### src/rtl/elevator_pkg.sv
// Shared elevator types and constants used by the car motion block and its timer.
package elevator_pkg;

  localparam int NUM_FLOORS = 8;
  localparam int TOP_FLOOR  = 7;

  typedef logic [2:0] floor_t;

  localparam logic DIR_UP   = 1'b1;
  localparam logic DIR_DOWN = 1'b0;

  typedef enum logic [1:0] {
    IDLE,
    MOVING,
    ARRIVE,
    DOOR_OPEN
  } car_state_t;

  // A move is legal unless it would leave the shaft at either end.
  function automatic logic move_legal(input floor_t floor, input logic dir);
    if (dir == DIR_UP) begin
      return floor != floor_t'(TOP_FLOOR);
    end
    return floor != floor_t'(0);
  endfunction

endpackage

### src/rtl/car_motion_cycle_timer.sv
// cycle_timer: 8-bit loadable down-counter that saturates at zero.
module cycle_timer (
  input  logic       clk,
  input  logic       reset,
  input  logic       load,
  input  logic [7:0] load_value,
  input  logic       dec,
  output logic       zero
);

  logic [7:0] count;

  always_ff @(posedge clk or posedge reset) begin
    if (reset) begin
      count <= 8'd0;
    end else if (load) begin
      count <= load_value;
    end else if (dec && (count != 8'd0)) begin
      count <= count - 8'd1;
    end
  end

  assign zero = (count == 8'd0);

endmodule

### src/rtl/car_motion.sv
// car_motion: elevator car FSM stepping between floors and cycling the door.
// Define CAR_MOTION_DOOR_HOLD_EN to add the door_hold input.
module car_motion
  import elevator_pkg::*;
#(
  parameter int TRAVEL_CYCLES = 4,
  parameter int DOOR_CYCLES   = 3
) (
  input  logic       clk,
  input  logic       reset,
  input  logic       should_move,
  input  logic       direction,
  input  logic [7:0] call_all,
`ifdef CAR_MOTION_DOOR_HOLD_EN
  input  logic       door_hold,
`endif
  output logic [2:0] cur_floor,
  output logic       floor_reached,
  output logic       moving,
  output logic       door_open
);

  localparam logic [7:0] TRAVEL_LOAD = 8'(TRAVEL_CYCLES - 1);
  localparam logic [7:0] DOOR_LOAD   = 8'(DOOR_CYCLES - 1);

  car_state_t state, state_next;
  floor_t     floor_next;
  logic       dir_q, dir_next;
  logic       t_load, t_dec, t_zero, enter_door;
  logic [7:0] t_value;

  cycle_timer u_timer (
    .clk        (clk),
    .reset      (reset),
    .load       (t_load),
    .load_value (t_value),
    .dec        (t_dec),
    .zero       (t_zero)
  );

  always_comb begin
    state_next = state;
    floor_next = cur_floor;
    dir_next   = dir_q;
    t_load     = 1'b0;
    t_value    = TRAVEL_LOAD;
    t_dec      = 1'b0;
    enter_door = 1'b0;
    case (state)
      IDLE: begin
        if (call_all[cur_floor]) begin
          state_next = DOOR_OPEN;
          t_load     = 1'b1;
          t_value    = DOOR_LOAD;
          enter_door = 1'b1;
        end else if (should_move && move_legal(cur_floor, direction)) begin
          state_next = MOVING;
          dir_next   = direction;
          t_load     = 1'b1;
        end
      end
      MOVING: begin
        // Inputs are deliberately ignored here; the car never stops mid-shaft.
        if (t_zero) begin
          floor_next = (dir_q == DIR_UP) ? cur_floor + 3'd1 : cur_floor - 3'd1;
          state_next = ARRIVE;
        end else begin
          t_dec = 1'b1;
        end
      end
      ARRIVE: begin
        if (call_all[cur_floor]) begin
          state_next = DOOR_OPEN;
          t_load     = 1'b1;
          t_value    = DOOR_LOAD;
          enter_door = 1'b1;
        end else if (should_move && (direction == dir_q) && move_legal(cur_floor, dir_q)) begin
          state_next = MOVING;
          t_load     = 1'b1;
        end else begin
          state_next = IDLE;
        end
      end
      DOOR_OPEN: begin
`ifdef CAR_MOTION_DOOR_HOLD_EN
        if (door_hold) begin
          t_load  = 1'b1;
          t_value = DOOR_LOAD;
        end else
`endif
        if (t_zero) begin
          state_next = IDLE;
        end else begin
          t_dec = 1'b1;
        end
      end
      default: state_next = IDLE;
    endcase
  end

  always_ff @(posedge clk or posedge reset) begin
    if (reset) begin
      state         <= IDLE;
      cur_floor     <= 3'd0;
      dir_q         <= DIR_UP;
      moving        <= 1'b0;
      door_open     <= 1'b0;
      floor_reached <= 1'b0;
    end else begin
      state         <= state_next;
      cur_floor     <= floor_next;
      dir_q         <= dir_next;
      moving        <= (state_next == MOVING);
      door_open     <= (state_next == DOOR_OPEN);
      floor_reached <= enter_door;
    end
  end

endmodule

### config.mk
export PLATFORM = sky130hd
export DESIGN_NAME = car_motion
export DESIGN_NICKNAME = d
export VERILOG_FILES = /design/src/rtl/elevator_pkg.sv /design/src/rtl/car_motion_cycle_timer.sv /design/src/rtl/car_motion.sv
export SDC_FILE = /design/constraint.sdc
export NUM_CORES = 1
export LEC_CHECK = 0
export CAP_MARGIN = 20
export CORE_MARGIN = 1.5
export CORE_UTILIZATION = 46
export DETAILED_ROUTE_END_ITERATION = 10
export GPL_TIMING_DRIVEN = 0
export HOLD_SLACK_MARGIN = 0.03
export PLACE_DENSITY = 0.76
export REMOVE_ABC_BUFFERS = 1
export SETUP_SLACK_MARGIN = 0.2
export SLEW_MARGIN = 25
export SYNTH_ARGS = -nofsm -noshare
export SYNTH_HDL_FRONTEND = slang
export SYNTH_HIERARCHICAL = 1
export SYNTH_SLANG_ARGS = --single-unit
### constraint.sdc
create_clock -name clk -period 1.95 [get_ports clk]
set_input_delay 0.195 -clock clk [delete_from_list [all_inputs] [get_ports clk]]
set_output_delay 0.195 -clock clk [all_outputs]
set_load 0.01 [all_outputs]
==> results of run 1 <==
==> state kept, by name, indices dropped and copies added, names as in the netlist <==
| register | flops |
|---|---|
| cur_floor | 3 |
| dir_q | 1 |
| door_open | 1 |
| floor_reached | 1 |
| moving | 1 |
| state | 2 |
| u_timer/count | 8 |
==> cells by family (layout without fill, tap and decap cells) <==
| group | count (synthesis) | after routing | share of synthesized area (%) |
|---|---|---|---|
| XOR/XNOR | 8 | 8 | 6.60 |
| other | 2 | 7 | 0.707 |
| multiplexers | 5 | 5 | 4.95 |
| AND/OR/NAND/NOR | 45 | 45 | 25.4 |
| AO/OA/AOI/OAI | 21 | 21 | 13.0 |
| adder cells (fa/ha/maj) | 3 | 3 | 4.24 |
| buffers and inverters | 12 | 53 | 4.95 |
| flip-flops | 17 | 17 | 40.2 |
==> area by class of cell <==
cell class	count	area (µm²)
clock buffer	3	22.5
clock inverter	1	5.00
fill	147	558
inverter	7	28.8
multi-input combinational	89	729
sequential	17	429
tap	28	35.0
timing repair buffer	42	383
==> Yosys cell counts, types with 2 or more instances <==
library cell               count  area share (%)
sky130_fd_sc_hd__nand3_1       3             1.4
sky130_fd_sc_hd__or4_1         2             1.4
sky130_fd_sc_hd__xor2_1        5             4.1
sky130_fd_sc_hd__o21ai_1       3             1.4
sky130_fd_sc_hd__nand2b_1      4             2.4
sky130_fd_sc_hd__xnor2_1       3             2.5
sky130_fd_sc_hd__dfrtp_1      16              38
sky130_fd_sc_hd__clkbuf_1      4             1.4
sky130_fd_sc_hd__nor3_1        2            0.94
sky130_fd_sc_hd__nand3b_1      3             2.1
sky130_fd_sc_hd__o21ai_0       4             1.9
sky130_fd_sc_hd__inv_1         7             2.5
sky130_fd_sc_hd__nor2_1        3             1.1
sky130_fd_sc_hd__a21oi_1       3             1.4
sky130_fd_sc_hd__conb_1        2            0.71
sky130_fd_sc_hd__mux2i_1       3             2.8
sky130_fd_sc_hd__ha_1          2             2.4
sky130_fd_sc_hd__nand4_1       2             1.2
sky130_fd_sc_hd__nand2_1      15             5.3
sky130_fd_sc_hd__o31ai_1       2             1.4
sky130_fd_sc_hd__a211oi_1      2             1.4
==> routing by layer <==
metal	track usage, %	up-vias	routed length (µm)
met5	0	-	0
met4	8.11	0	38
met1	25.3	504	1150
li1	-	480	-
met3	7.02	7	162
met2	44.8	33	1640
==> path summary, 6_finish.rpt <==
| path | startpoint | endpoint | slack [ns] | cells after the start |
|---|---|---|---|---|
| max | u_timer/count[0]$_DFFE_PP0P_ | u_timer/count[7]$_DFFE_PP0P_ | -0.09 | 10 |
| min in group clk | dir_q$_DFFE_PP1P_ | dir_q$_DFFE_PP1P_ | 0.56 | 2 |
| max in group asynchronous | reset | dir_q$_DFFE_PP1P_ | 1.47 | 2 |
| max reg2reg | u_timer/count[0]$_DFFE_PP0P_ | u_timer/count[7]$_DFFE_PP0P_ | -0.09 | 10 |
| min | reset | u_timer/count[3]$_DFFE_PP0P_ | 0.15 | 2 |
| min reg2reg | dir_q$_DFFE_PP1P_ | dir_q$_DFFE_PP1P_ | 0.56 | 2 |
==> metrics by stage <==
step	hold slack [ns]	area [µm²]	setup TNS, ns	worst slack, ns	power, W
6_report	0.147	1630	-0.529	-0.0946	0.00200
5_1_grt	0.204	1630	-1.11	-0.172	0.00213
4_1_cts	0.183	1550	-0.0258	-0.0159	0.00183
3_5_place_dp	0.505	1260	-3.63	-0.584	0.00129
3_3_place_gp	0.496	1260	-3.36	-0.527	0.00126
2_1_floorplan	0.0107	1050	-1.12	-0.213	0.00108
==> where the power goes <==
part / internal (W) / total [W] / switching, W
Clock: 0.0000768 / 0.000203 / 0.000126
Combinational: 0.000641 / 0.00115 / 0.000510
Sequential: 0.000491 / 0.000652 / 0.000160
Total: 0.00121 / 0.00200 / 0.000796
==> what timing repair did <==
item	4_1_cts	5_1_grt
resized for setup	30	12
setup endpoints to repair	18	15
pin swaps	14	7
setup buffers	21	4
==> results.txt, run 1 <==
On the critical path, the stage with the largest delay is an instance of sky130_fd_sc_hd__or4b_4. The maximum clock rate came out at 0.489 GHz. The maximum number of pins on one net before global-route repair is 18.

For this run, the slowest stage of the critical path takes 0.48 ns. The die width came out at 51.1 µm. After clock tree synthesis, the clock-pin slew on the worst setup and hold paths is 0.12 ns. The number of distinct library cell variants in the gate-level netlist after synthesis is 44. For the worst setup path, the data required time is 2.14 ns. The final routed DRC violation total came out at 0. In the layout the commonest cells are sky130_fd_sc_hd__buf_4 (19), sky130_fd_sc_hd__clkdlybuf4s50_1 (16), sky130_fd_sc_hd__dfrtp_1 (14). The worst-skew pair later-pin latency is 0.32 ns. The worst setup path is launched from a flip-flop. The sink count of the clock tree came out at 17.

The register area share after synthesis is 40.2%. Before antenna repair, the detailed router went through 4 iterations. The starting density of the core came out at 48.5%. The first-pass GRT wire length came out at 4.49 mm. The repair_antennas step left the layout with diodes totalling 0. The post-route minimum period came out at 2.04 ns. The die is 51.1 µm tall. Counting flops with an async set or reset pin after synthesis yields a share of 100%. After legalization and detailed placement, the total HPWL measured 1.50 mm. The via-per-instance ratio came out at 5.48. Setup repair after global routing could not meet its margin everywhere. The number of rows in the core area came out at 17. At the pin with the least slew margin, the transition time is 0.598 ns. Of the cells placed in the final design, the portion with a size suffix greater than 1 is 39.6%. The min-delay analysis places its worst path in the category in -> async. For this block, the via count after detailed routing is 1024.

The congestion estimate from routability-driven global placement came to 0.814. The endpoint type of the worst setup path is a flip-flop. For this run, the leading register cell type out of synthesis is sky130_fd_sc_hd__dfrtp_1.

For this run the aggregate overflow at the end of global routing stands at 0. The via count of the first global-routing pass came out at 995. Broken down by cell family, the worst path's largest delay share belongs to simple AND/OR/NAND/NOR gates. The number of hold violations in the final report is 0. The commonest non-fill, non-tap cell in the layout is sky130_fd_sc_hd__buf_4.

Once detail routing completed, the nets flagged for antenna violations numbered 0. The count of non-filler cells in the finished layout is 187. Headroom to the max-slew limit came out at 59.5%.

The slack of the critical path is -0.0946 ns. In this run the count of I/O pins placed on the die edge is 18. The number of buffers on the longest clock path came out at 2. TritonCTS built the clock tree. The final cell utilization of the core came out at 74.5%.

The die footprint came out at 2610 µm². The cell leakage power came out at 0.720 nW. The detailed-route wire length per cell is 16.0 µm. The total routing usage reported by global routing came out at 24.0%. The type of the setup path with the least slack is reg -> reg. The flow ran to the end, but the final reports show violations.

Setup violations remaining at the end of the flow were counted as 8. The synthesized cell area came out at 1060 µm². The final-stage net count is 175. Data arrives at the worst endpoint at 2.24 ns. CTS built an H-tree with a depth of 1. The max-capacitance violation count came out at 0. The detailed router finished its first iteration with 30 violations. The worst vdd rail ir drop came out at 0.884 mV. In this run, CTS created clock tree buffers numbering 3. Compared with the post-synthesis result, the final layout area differs by 53.7%.

The core footprint came out at 2190 µm². The wire length reported by the detailed router is 2.99 mm. The count of buffer and inverter cells on the critical path is 2. The final worst clock skew is 0.0173 ns.

Averaged over all synthesized cells, the footprint is 9.40 µm². Power spread over the standard cell area amounts to 1230 nW/µm². The checks that failed: negative setup slack. Counting every instance in the synthesized netlist gives 113. The count of buffers inserted at the top-level ports came out at 17. Hold repair after CTS inserted 0 buffers. During synthesis, Yosys emitted a total of 6 warnings. The highest fanout seen on the critical path is 4. CTS placed an instance of sky130_fd_sc_hd__clkbuf_4 at the clock tree root. The total instance count after detailed placement came out at 158. The initial antenna violation count came out at 0. The final critical path takes up 105% of the cycle. The signal on the critical path passes through inv_2 -> ha_4 -> or4b_4 -> nor2_4 -> nand2b_4 -> inv_4 -> nor3b_4 -> nand4_1 -> xor2_1 -> o21ai_1. The count of flip-flops with a built-in enable after synthesis came out at 0. The flop and latch count out of synthesis came out at 17. The number of pins exceeding their max-slew limit in the final report came out at 0.
Note: power is estimated with default switching activity, not from simulation.
==> inputs of run 2 (changes only) <==
--- a/config.mk
+++ b/config.mk
@@ -6,12 +6,13 @@
 export NUM_CORES = 1
 export LEC_CHECK = 0
 export CAP_MARGIN = 20
-export CORE_MARGIN = 1.5
-export CORE_UTILIZATION = 46
+export CORE_MARGIN = 2
+export CORE_UTILIZATION = 48
+export CTS_BUF_LIST = sky130_fd_sc_hd__clkbuf_2
 export DETAILED_ROUTE_END_ITERATION = 10
 export GPL_TIMING_DRIVEN = 0
 export HOLD_SLACK_MARGIN = 0.03
-export PLACE_DENSITY = 0.76
+export PLACE_DENSITY = 0.79
 export REMOVE_ABC_BUFFERS = 1
 export SETUP_SLACK_MARGIN = 0.2
 export SLEW_MARGIN = 25
==> results.txt, run 2 (synthesis results as in run 1) <==
The run finished, with violations left. The final reports fail on negative setup slack. The number of rows in the core area is 17 (unchanged). The number of buffers on the longest clock path came to 2 (unchanged). The post-route minimum period came to 2.11 ns (+0.0652 ns). The total routing usage reported by global routing was 28.3% (+4.3 points). The CTS clock-pin slew for the worst setup and hold paths is 0.18 ns (+0.06 ns). The startpoint of the worst-slack reg-to-reg timing path is u_timer/count[1]$_DFFE_PP0P_. The library cells used most frequently in the layout, excluding fill and tap cells, are sky130_fd_sc_hd__buf_4 (22), sky130_fd_sc_hd__clkdlybuf4s50_1 (17), sky130_fd_sc_hd__dfrtp_1 (14). More flip-flops sit in one register than any other, and that register is u_timer/count. STA classifies the critical path endpoint as a flip-flop. The maximum number of pins on one net before global-route repair came to 18 (unchanged).

The total instance count after detailed placement is 158 (unchanged). The power density over the cells is 1230 nW/µm² (+0.28%). The final-stage net count came out at 176 (+0.57%). The wire length reported by the detailed router was 3.44 mm (+15%).

The detailed-route wire length per cell came to 18.3 µm (+14%). The placed cell area came out at 1260 µm² (unchanged). The slowest cell on the critical path is sky130_fd_sc_hd__or4b_4. The sink count of the clock tree is 17 (unchanged). The core footprint was 2150 µm² (-1.9%). The pre-CTS setup slack is -0.542 ns (+0.0419 ns). The actual transition at the worst max-transition pin is 0.624 ns (+0.0256 ns). The initial antenna violation count came out at 0 (unchanged). The count of routing violations after the opening detailed-route iteration is 26 (-13%). The worst register-to-register path ends at u_timer/count[1]$_DFFE_PP0P_.

The via count came out at 1057 (+3.2%). In this run the worst hold path is classified as in -> async. The count of antenna-violating nets left after detailed routing is 0 (unchanged). The residual overflow from global routing came out at 0 (unchanged). The cell leakage power came to 0.708 nW (-1.6%). The clock tree root buffer cell is sky130_fd_sc_hd__clkbuf_2. The number of buffers inserted during clock tree synthesis came out at 3 (unchanged). Counting stages on the worst path, the most repeated cell is sky130_fd_sc_hd__o21ai_2. The final setup violation count is 11 (+3). The area growth from synthesis to layout is 53.4%. The final routed DRC violation total is 0 (unchanged). The critical path data required time came out at 2.19 ns (+0.05 ns). The antenna diode count is 0 (unchanged).

The type of the setup path with the least slack is reg -> reg. The count of buffer and inverter cells on the critical path came out at 2 (unchanged). The library cell used most frequently in the layout, excluding fill and tap cells, is sky130_fd_sc_hd__buf_4.

The iteration count of the initial detailed-routing pass was 4 (unchanged). The starting density of the core came out at 49.4% (+0.96 points). The stage delay of the slowest cell on the critical path came to 0.48 ns (about the same). The count of buffers inserted at the top-level ports is 17 (unchanged). The first-pass GRT wire length is 5.21 mm (+16%). The via count of the first global-routing pass is 1081 (+8.6%). The die width was 51.0 µm (about the same).

TritonCTS built the clock tree. The number of hold violations in the final report is 0 (unchanged). The fraction of layout cells with a size suffix above 1 is 38.1% (-1.5 points). The H-tree depth came to 1 (unchanged). The worst-skew pair later-pin latency came out at 0.31 ns (about the same). The worst-case hold slack is 0.132 ns (-0.0150 ns). The number of primary I/O pins came out at 18 (unchanged). The final worst clock skew is 0.0146 ns (-0.00266 ns). The global placement routability congestion came out at 0.783 (-3.8%). The final design area excluding fillers came to 1630 µm² (-0.23%). On the critical path the largest part of the delay comes from simple AND/OR/NAND/NOR gates. The slack of the critical path is -0.160 ns (-0.0652 ns). The via-per-instance ratio came out at 5.62 (+2.7%). The fraction of the cycle the final worst path needs came to 108% (+3.3 points). The maximum clock rate is 0.474 GHz (-3.1%). The count of non-filler cells in the finished layout came out at 188 (+0.53%). The reg-to-reg setup timing slack came out at -0.16 ns (-0.07 ns). The arrival time at the worst endpoint came to 2.35 ns (+0.11 ns). The number of pins exceeding their max-slew limit in the final report was 0 (unchanged). The max-slew headroom at the worst pin came out at 57.8% (-1.7 points). The cell count of the worst reg-to-reg path is 9 (-1). The height of the die was 51.0 µm (about the same). The HPWL reported at the end of detailed placement came out at 1.56 mm (+4.1%).

Setup repair after global routing could not meet its margin everywhere. In the final layout, the registers with the most flip-flops are u_timer/count x8, cur_floor x3, state x2. STA classifies the critical path startpoint as a flip-flop. The flip-flop count of the largest register after layout is 8 (unchanged). Traced cell by cell, the critical path runs through inv_2 -> ha_4 -> or4b_4 -> nor2_4 -> nand2b_4 -> inv_4 -> o21ai_2 -> mux2_4 -> o21ai_2. The die footprint is 2610 µm² (about the same). The highest fanout seen on the critical path is 4 (unchanged). The worst vdd rail ir drop is 0.860 mV (-2.8%). The max-capacitance violation count was 0 (unchanged).
## run 2: cell types whose count changed in the layout (fill, tap and decap cells not counted), sizes merged
cell / change
clkbuf: +1
clkdlybuf4s50: +1
buf: +1
clkinv: -1
dlymetal6s2s: -1
## run 2: cell type report
| cell class | instances | area, µm² |
|---|---|---|
| inverters | 7 | 28.8 |
| well taps | 28 | 35.0 |
| multi-input cells | 89 | 727 |
| flip-flops and latches | 17 | 429 |
| repair buffers | 43 | 389 |
| clock buffers | 4 | 20.0 |
| fillers | 143 | 519 |
## run 2: where the power goes
group	internal, W	switching (W)
Clock	0.0000543	0.000119
Combinational	0.000648	0.000530
Sequential	0.000491	0.000164
## run 2: how the worst max path moves through the flow
stage | start | end | slack (ns) | depth (start not counted)
finish | u_timer/count[1]$_DFFE_PP0P_ | u_timer/count[1]$_DFFE_PP0P_ | -0.16 | 9
global route | u_timer/count[1]$_DFFE_PP0P_ | u_timer/count[1]$_DFFE_PP0P_ | -0.20 | 9
CTS | u_timer/count[1]$_DFFE_PP0P_ | u_timer/count[7]$_DFFE_PP0P_ | -0.04 | 10
detailed placement | call_all[0] | u_timer/count[3]$_DFFE_PP0P_ | -0.54 | 7
global placement | call_all[0] | u_timer/count[3]$_DFFE_PP0P_ | -0.51 | 7
floorplan | cur_floor[1]$_DFFE_PP0P_ | u_timer/count[3]$_DFFE_PP0P_ | -0.21 | 6
## run 2: repair_timing
action,CTS,global route
buffers inserted,21,5
hold buffers,0,0
resized for setup,24,12
pin swaps,11,8
endpoints found under the setup margin,18,16
cloned,0,0
## run 2: layer usage
metal	track usage, %	vias up	wire length (µm)
li1	-	486	-
met1	28.0	499	1260
met2	51.3	45	1780
met5	0	-	0
met3	7.89	27	170
met4	17.6	0	235
## run 2: metrics by stage
stage | TNS (ns) | util [%] | power [W]
after CTS | -0.112 | 71.5 | 0.00183
after floorplan | -1.12 | - | 0.00108
after global routing | -1.74 | 75.8 | 0.00213
after detailed placement | -3.79 | 58.6 | 0.00130
final | -0.953 | 75.8 | 0.00201
after global placement | -3.18 | 58.6 | 0.00125
